File: config.mk
export PLATFORM = sky130hd
export DESIGN_NAME = systolic_ctrl
export DESIGN_NICKNAME = d
export VERILOG_FILES = /design/src/rtl/systolic_ctrl.sv
export SDC_FILE = /design/constraint.sdc
export NUM_CORES = 1
export LEC_CHECK = 0
export BUFFER_PORTS_ARGS = -buffer_cell sky130_fd_sc_hd__buf_2
export CORE_UTILIZATION = 36
export CTS_BUF_LIST = sky130_fd_sc_hd__clkbuf_4 sky130_fd_sc_hd__clkbuf_8
export CTS_CLUSTER_SIZE = 25
export DETAILED_ROUTE_END_ITERATION = 8
export HOLD_SLACK_MARGIN = 0.05
export SYNTH_ARGS = -nofsm -noshare
export SYNTH_HDL_FRONTEND = slang
export SYNTH_SLANG_ARGS = --single-unit
File: constraint.sdc
create_clock -name clk -period 17 [get_ports clk]
set_clock_uncertainty 0.1 [all_clocks]
set_input_delay 3.4 -clock clk [delete_from_list [all_inputs] [get_ports clk]]
set_output_delay 3.4 -clock clk [all_outputs]
set_load 0.01 [all_outputs]
File: src/rtl/systolic_ctrl.sv
// systolic_ctrl: job sequencer for a ROWS x COLS weight-stationary systolic array.
//
// Per job it loads the stationary weights row by row (skipped on request), streams
// num_vec input vectors and produces the diagonal I_en skew plus per-column capture
// strobes with vector indices for the bottom-row partial sums. Only enables and
// addresses are generated; the data skew registers live outside this block.
//
// Ports:
//   clk, rst      clock, asynchronous active-high reset
//   start         job request, sampled only while idle
//   skip_wload    with start: 1 = reuse stationary weights
//   num_vec       with start: number of input vectors (0 = empty job)
//   busy, done    job in progress / one-cycle completion pulse
//   w_rd_en       weight buffer read strobe (1-cycle read latency)
//   w_rd_addr     weight buffer row address, counts ROWS-1 down to 0
//   w_load_en     W_en of all PEs (w_rd_en delayed one cycle)
//   i_rd_en       input buffer read strobe (1-cycle read latency)
//   i_rd_addr     input vector address, counts 0 .. num_vec-1
//   i_row_en      bit r = I_en of row r (i_rd_en delayed 1+r)
//   o_valid       bit c = bottom P_out of column c valid (i_rd_en delayed 1+ROWS+c)
//   o_vec_idx     slice c = vector index belonging to o_valid[c], 0 when not valid
module systolic_ctrl #(
    parameter int ROWS  = 8,
    parameter int COLS  = 8,
    parameter int VEC_W = 16,
    localparam int AW   = (ROWS > 1) ? $clog2(ROWS) : 1
) (
    input  logic                  clk,
    input  logic                  rst,
    input  logic                  start,
    input  logic                  skip_wload,
    input  logic [VEC_W-1:0]      num_vec,
    output logic                  busy,
    output logic                  done,
    output logic                  w_rd_en,
    output logic [AW-1:0]         w_rd_addr,
    output logic                  w_load_en,
    output logic                  i_rd_en,
    output logic [VEC_W-1:0]      i_rd_addr,
    output logic [ROWS-1:0]       i_row_en,
    output logic [COLS-1:0]       o_valid,
    output logic [COLS*VEC_W-1:0] o_vec_idx
);

    // Delay line spans the row skew plus the column skew of the bottom row.
    localparam int DEPTH = ROWS + COLS;
    localparam int DW    = $clog2(DEPTH + 1);

    typedef enum logic [2:0] {
        StIdle,
        StLoadW,
        StStream,
        StDrain,
        StDone
    } state_e;

    state_e             state_q, state_d;
    logic [VEC_W-1:0]   num_vec_q, num_vec_d;
    logic [AW-1:0]      w_addr_q, w_addr_d;
    logic [VEC_W-1:0]   i_addr_q, i_addr_d;
    logic [DW-1:0]      drain_q, drain_d;
    logic               busy_q, done_q, w_rd_en_q, w_load_en_q, i_rd_en_q;
    logic [DEPTH-1:0]   en_q;
    logic [VEC_W-1:0]   idx_q [DEPTH];

    // Next-state logic; counters are derived from the next state so that every
    // output comes straight from a flop.
    always_comb begin
        state_d   = state_q;
        num_vec_d = num_vec_q;
        unique case (state_q)
            StIdle: begin
                if (start) begin
                    num_vec_d = num_vec;
                    if (num_vec == '0) begin
                        state_d = StDone;
                    end else if (skip_wload) begin
                        state_d = StStream;
                    end else begin
                        state_d = StLoadW;
                    end
                end
            end
            StLoadW: begin
                if (w_addr_q == '0) state_d = StStream;
            end
            StStream: begin
                if (i_addr_q == num_vec_q - VEC_W'(1)) state_d = StDrain;
            end
            StDrain: begin
                // Last o_valid[COLS-1] is emitted DEPTH cycles after the last read.
                if (drain_q == DW'(DEPTH - 1)) state_d = StDone;
            end
            StDone: begin
                state_d = StIdle;
            end
            default: begin
                state_d = StIdle;
            end
        endcase
    end

    always_comb begin
        w_addr_d = '0;
        if (state_d == StLoadW) begin
            w_addr_d = (state_q == StLoadW) ? w_addr_q - AW'(1) : AW'(ROWS - 1);
        end
        i_addr_d = '0;
        if (state_d == StStream && state_q == StStream) begin
            i_addr_d = i_addr_q + VEC_W'(1);
        end
        drain_d = '0;
        if (state_d == StDrain && state_q == StDrain) begin
            drain_d = drain_q + DW'(1);
        end
    end

    always_ff @(posedge clk or posedge rst) begin
        if (rst) begin
            state_q     <= StIdle;
            num_vec_q   <= '0;
            w_addr_q    <= '0;
            i_addr_q    <= '0;
            drain_q     <= '0;
            busy_q      <= 1'b0;
            done_q      <= 1'b0;
            w_rd_en_q   <= 1'b0;
            w_load_en_q <= 1'b0;
            i_rd_en_q   <= 1'b0;
        end else begin
            state_q     <= state_d;
            num_vec_q   <= num_vec_d;
            w_addr_q    <= w_addr_d;
            i_addr_q    <= i_addr_d;
            drain_q     <= drain_d;
            busy_q      <= (state_d != StIdle);
            done_q      <= (state_d == StDone);
            w_rd_en_q   <= (state_d == StLoadW);
            w_load_en_q <= w_rd_en_q;
            i_rd_en_q   <= (state_d == StStream);
        end
    end

    // Enable and index delay lines: tap k is i_rd_en / i_rd_addr delayed k+1 cycles.
    always_ff @(posedge clk or posedge rst) begin
        if (rst) begin
            en_q <= '0;
            for (int k = 0; k < DEPTH; k++) begin
                idx_q[k] <= '0;
            end
        end else begin
            en_q     <= {en_q[DEPTH-2:0], i_rd_en_q};
            idx_q[0] <= i_rd_en_q ? i_addr_q : '0;
            for (int k = 1; k < DEPTH; k++) begin
                idx_q[k] <= idx_q[k-1];
            end
        end
    end

    assign busy      = busy_q;
    assign done      = done_q;
    assign w_rd_en   = w_rd_en_q;
    assign w_rd_addr = w_addr_q;
    assign w_load_en = w_load_en_q;
    assign i_rd_en   = i_rd_en_q;
    assign i_rd_addr = i_addr_q;
    assign i_row_en  = en_q[ROWS-1:0];
    assign o_valid   = en_q[DEPTH-1:ROWS];

    for (genvar c = 0; c < COLS; c++) begin : g_idx
        assign o_vec_idx[c*VEC_W +: VEC_W] = idx_q[ROWS+c];
    end

endmodule

==> flow_summary.yaml <==
clock_tree:
  clockBufferDepth: 3
  cts_tree: "yes"
  cts_resized: 0
  post_cts_hold_buffer_count: 0
  path_clk_slew_ns: 0.06
  cts_buffers: 52
  worstSkewPairLatency_ns: 0.55
  htreeDepth: 2
  ctsRootBufferMaster: "clkbuf_8"
  cts_setup_buffers: 0
  clkSinkCount: 320
placement:
  dp.final_hpwl_um: 11000
  port_buffers: 187
  dp_cells: 1123
  place.gp.congestion: 0.858
synthesis:
  ys.flop_type: "dfrtp_1"
  syn_area_per_cell_um2: 15.3
  async_flop_share_pct: 100
  syn_nets: 715
  ys_types: 47
  synth_edf_count: 0
  synth_common_cells: "dfrtp_1 (320), buf_4 (129), xnor2_1 (26)"
  netlist_top_cells_area: "dfrtp_1 (76%), buf_4 (9.2%), xnor2_1 (2.2%)"
  yosys.area.top_type: "dfrtp_1"
  synth_seq_cells: 320
  synthesis.area_um2: 10600
  synth_top_area_share_pct: 75.8
  synth_warnings: 0
  ys_seq_area_share_pct: 75.8
  syn_inst: 689
  synthMostInstantiatedCell: "dfrtp_1"
setup_path:
  crit_buf_inv: 1
  end_kind: "output pin"
  cpMaxStageDelayCell: "dfrtp_1"
  critical_path_required_ns: 13.50
  arrival_ns: 1.47
  start_kind: "flop"
  cpLargestDelayFamily: "flip-flops"
  crit_chain: "buf_2"
  rrSetupSlack_ns: 13.69
  path_class: "reg2out"
  crit_path_max_incr_delay_ns: 0.68
  cp_max_fo: 18
final_layout:
  diodes: 0
  nNetsFinal: 819
  stdcell_count: 1218
  drive_gt1_share_pct: 36.8
  area_growth_pct: 15.1
  n_fill_cell: 2640
timing:
  setup_viol: 0
  finalCritPeriodShare_pct: 29.2
  grt_setup_unrepaired: "no"
  maxSlewHeadroom_pct: 35.2
  worst_slew_pin_slew_ns: 0.973
  fin_crit_ns: 4.97
  slew_viol_final: 0
  hold_viol_final: 0
  fmax_ghz: 0.201
  tns_ns: 0
detailed_routing:
  first_pass_iters: 4
  vias: 5227
  first_iter_violations: 199
  detail_route.wirelength_um: 17200
  viasPerCell: 4.29
  ant_nets: 0
  drc: 0
  avgRoutedWirePerCell_um: 14.1
pwr:
  vdd_ir_drop_max_uv: 80.9
  leakage_nw: 6.36
  power_density_nw_per_um2: 156
grt:
  grt_pass1_vias: 5324
  antenna_found_initial: 0
  grt_pass1_wl_um: 28400
  grt_usage_pct: 11.8
  overflow: 0
  grt_max_degree: 196
job:
  drv_cap: 0
die:
  die_w_um: 173
  die-area_um2: 30000
  start_util_pct: 36.7
  core_area_um2: 28800
  row_count: 62
  ioPinCount: 188
  die_y_um: 173
worst_hold_path:
  hold_class: "reg2reg"
run_status:
  status: "complete, no violations"
## worst paths after layout
kind / startpoint / end / depth (start not counted)
setup / recovery: i_rd_en / i_rd_en / 1
hold / removal: idx_q[211] / idx_q[195] / 0
setup reg to reg: num_vec_q[3] / i_rd_addr[15] / 6
hold reg to reg: idx_q[211] / idx_q[195] / 0
max in group asynchronous: rst / idx_q[211] / 3
min in group asynchronous: rst / o_vec_idx[62] / 2
## power breakdown
group	switching [W]	internal, W
clock	0.000290	0.000402
sequential	0.0000837	0.000873
combinational	0.000138	0.000107
## layer usage
layer,vias to the layer above,routed length (µm),track usage [%]
li1,2358,-,-
met1,2583,7580,15.6
met2,235,7710,17.8
met3,51,1300,3.57
met4,0,571,5.60
met5,-,0,0
## registers in the layout, summed over array words and instances, names as in the netlist, 3 cells and up
| name | cells |
|---|---|
| o_vec_idx | 128 |
| i_rd_addr | 16 |
| idx_q | 128 |
| drain_q | 5 |
| w_rd_addr | 3 |
| num_vec_q | 16 |
| state_q | 3 |
| en_q | 16 |
## per-stage QoR
stage	utilization, %	hold WS [ns]	total power (W)	instance area [µm²]	setup WS [ns]
final	42.2	0.226	0.00189	12200	12.03
after detailed placement	38.3	0.235	0.00122	11000	11.71
after floorplan	-	0.231	0.00115	10600	4.64
after global placement	38.3	0.232	0.00121	11000	11.71
after global routing	42.2	0.223	0.00200	12200	11.93
after CTS	42.2	0.222	0.00193	12200	11.98
## cell families after synthesis
group / after synthesis / share of synthesized area, %
muxes: 14 / 1.48
DFF: 320 / 75.8
adders and majority gates: 6 / 0.711
xor gates and xnor gates: 37 / 3.07
and+or+nand+nor: 112 / 6.17
AOI/OAI and AO/OA: 45 / 2.63
buffers and inverters: 155 / 10.1
## layout make-up
class | count | area, µm² | share of cell area, %
Clock buffer | 81 | 1030 | 8.45
Clock inverter | 14 | 115 | 0.947
Inverter | 15 | 63.8 | 0.525
Multi-Input combinational cell | 214 | 1490 | 12.3
Sequential cell | 320 | 8010 | 65.9
Tap cell | 384 | 480 | 3.95
Timing Repair Buffer | 190 | 971 | 7.99
## layout by cell type (no fill, tap or decap), types with 3 or more instances in the layout
master    instances
dfrtp_1         320
buf_2           187
clkbuf_8         67
xnor2_1          26
nand2_1          23
a21oi_1          21
and2_1           18
nor2_1           16
inv_1            14
clkbuf_4         14
mux2_2           13
xor2_1           11
clkinv_2          9
nor4_1            7
nand3_1           7
nand4_1           6
o21ai_0           6
nand2b_1          6
ha_1              6
nand3b_1          5
or4_1             4
a31oi_1           3
or3_1             3
nor3_1            3
No activity file was read; power rests on OpenSTA's default activity.
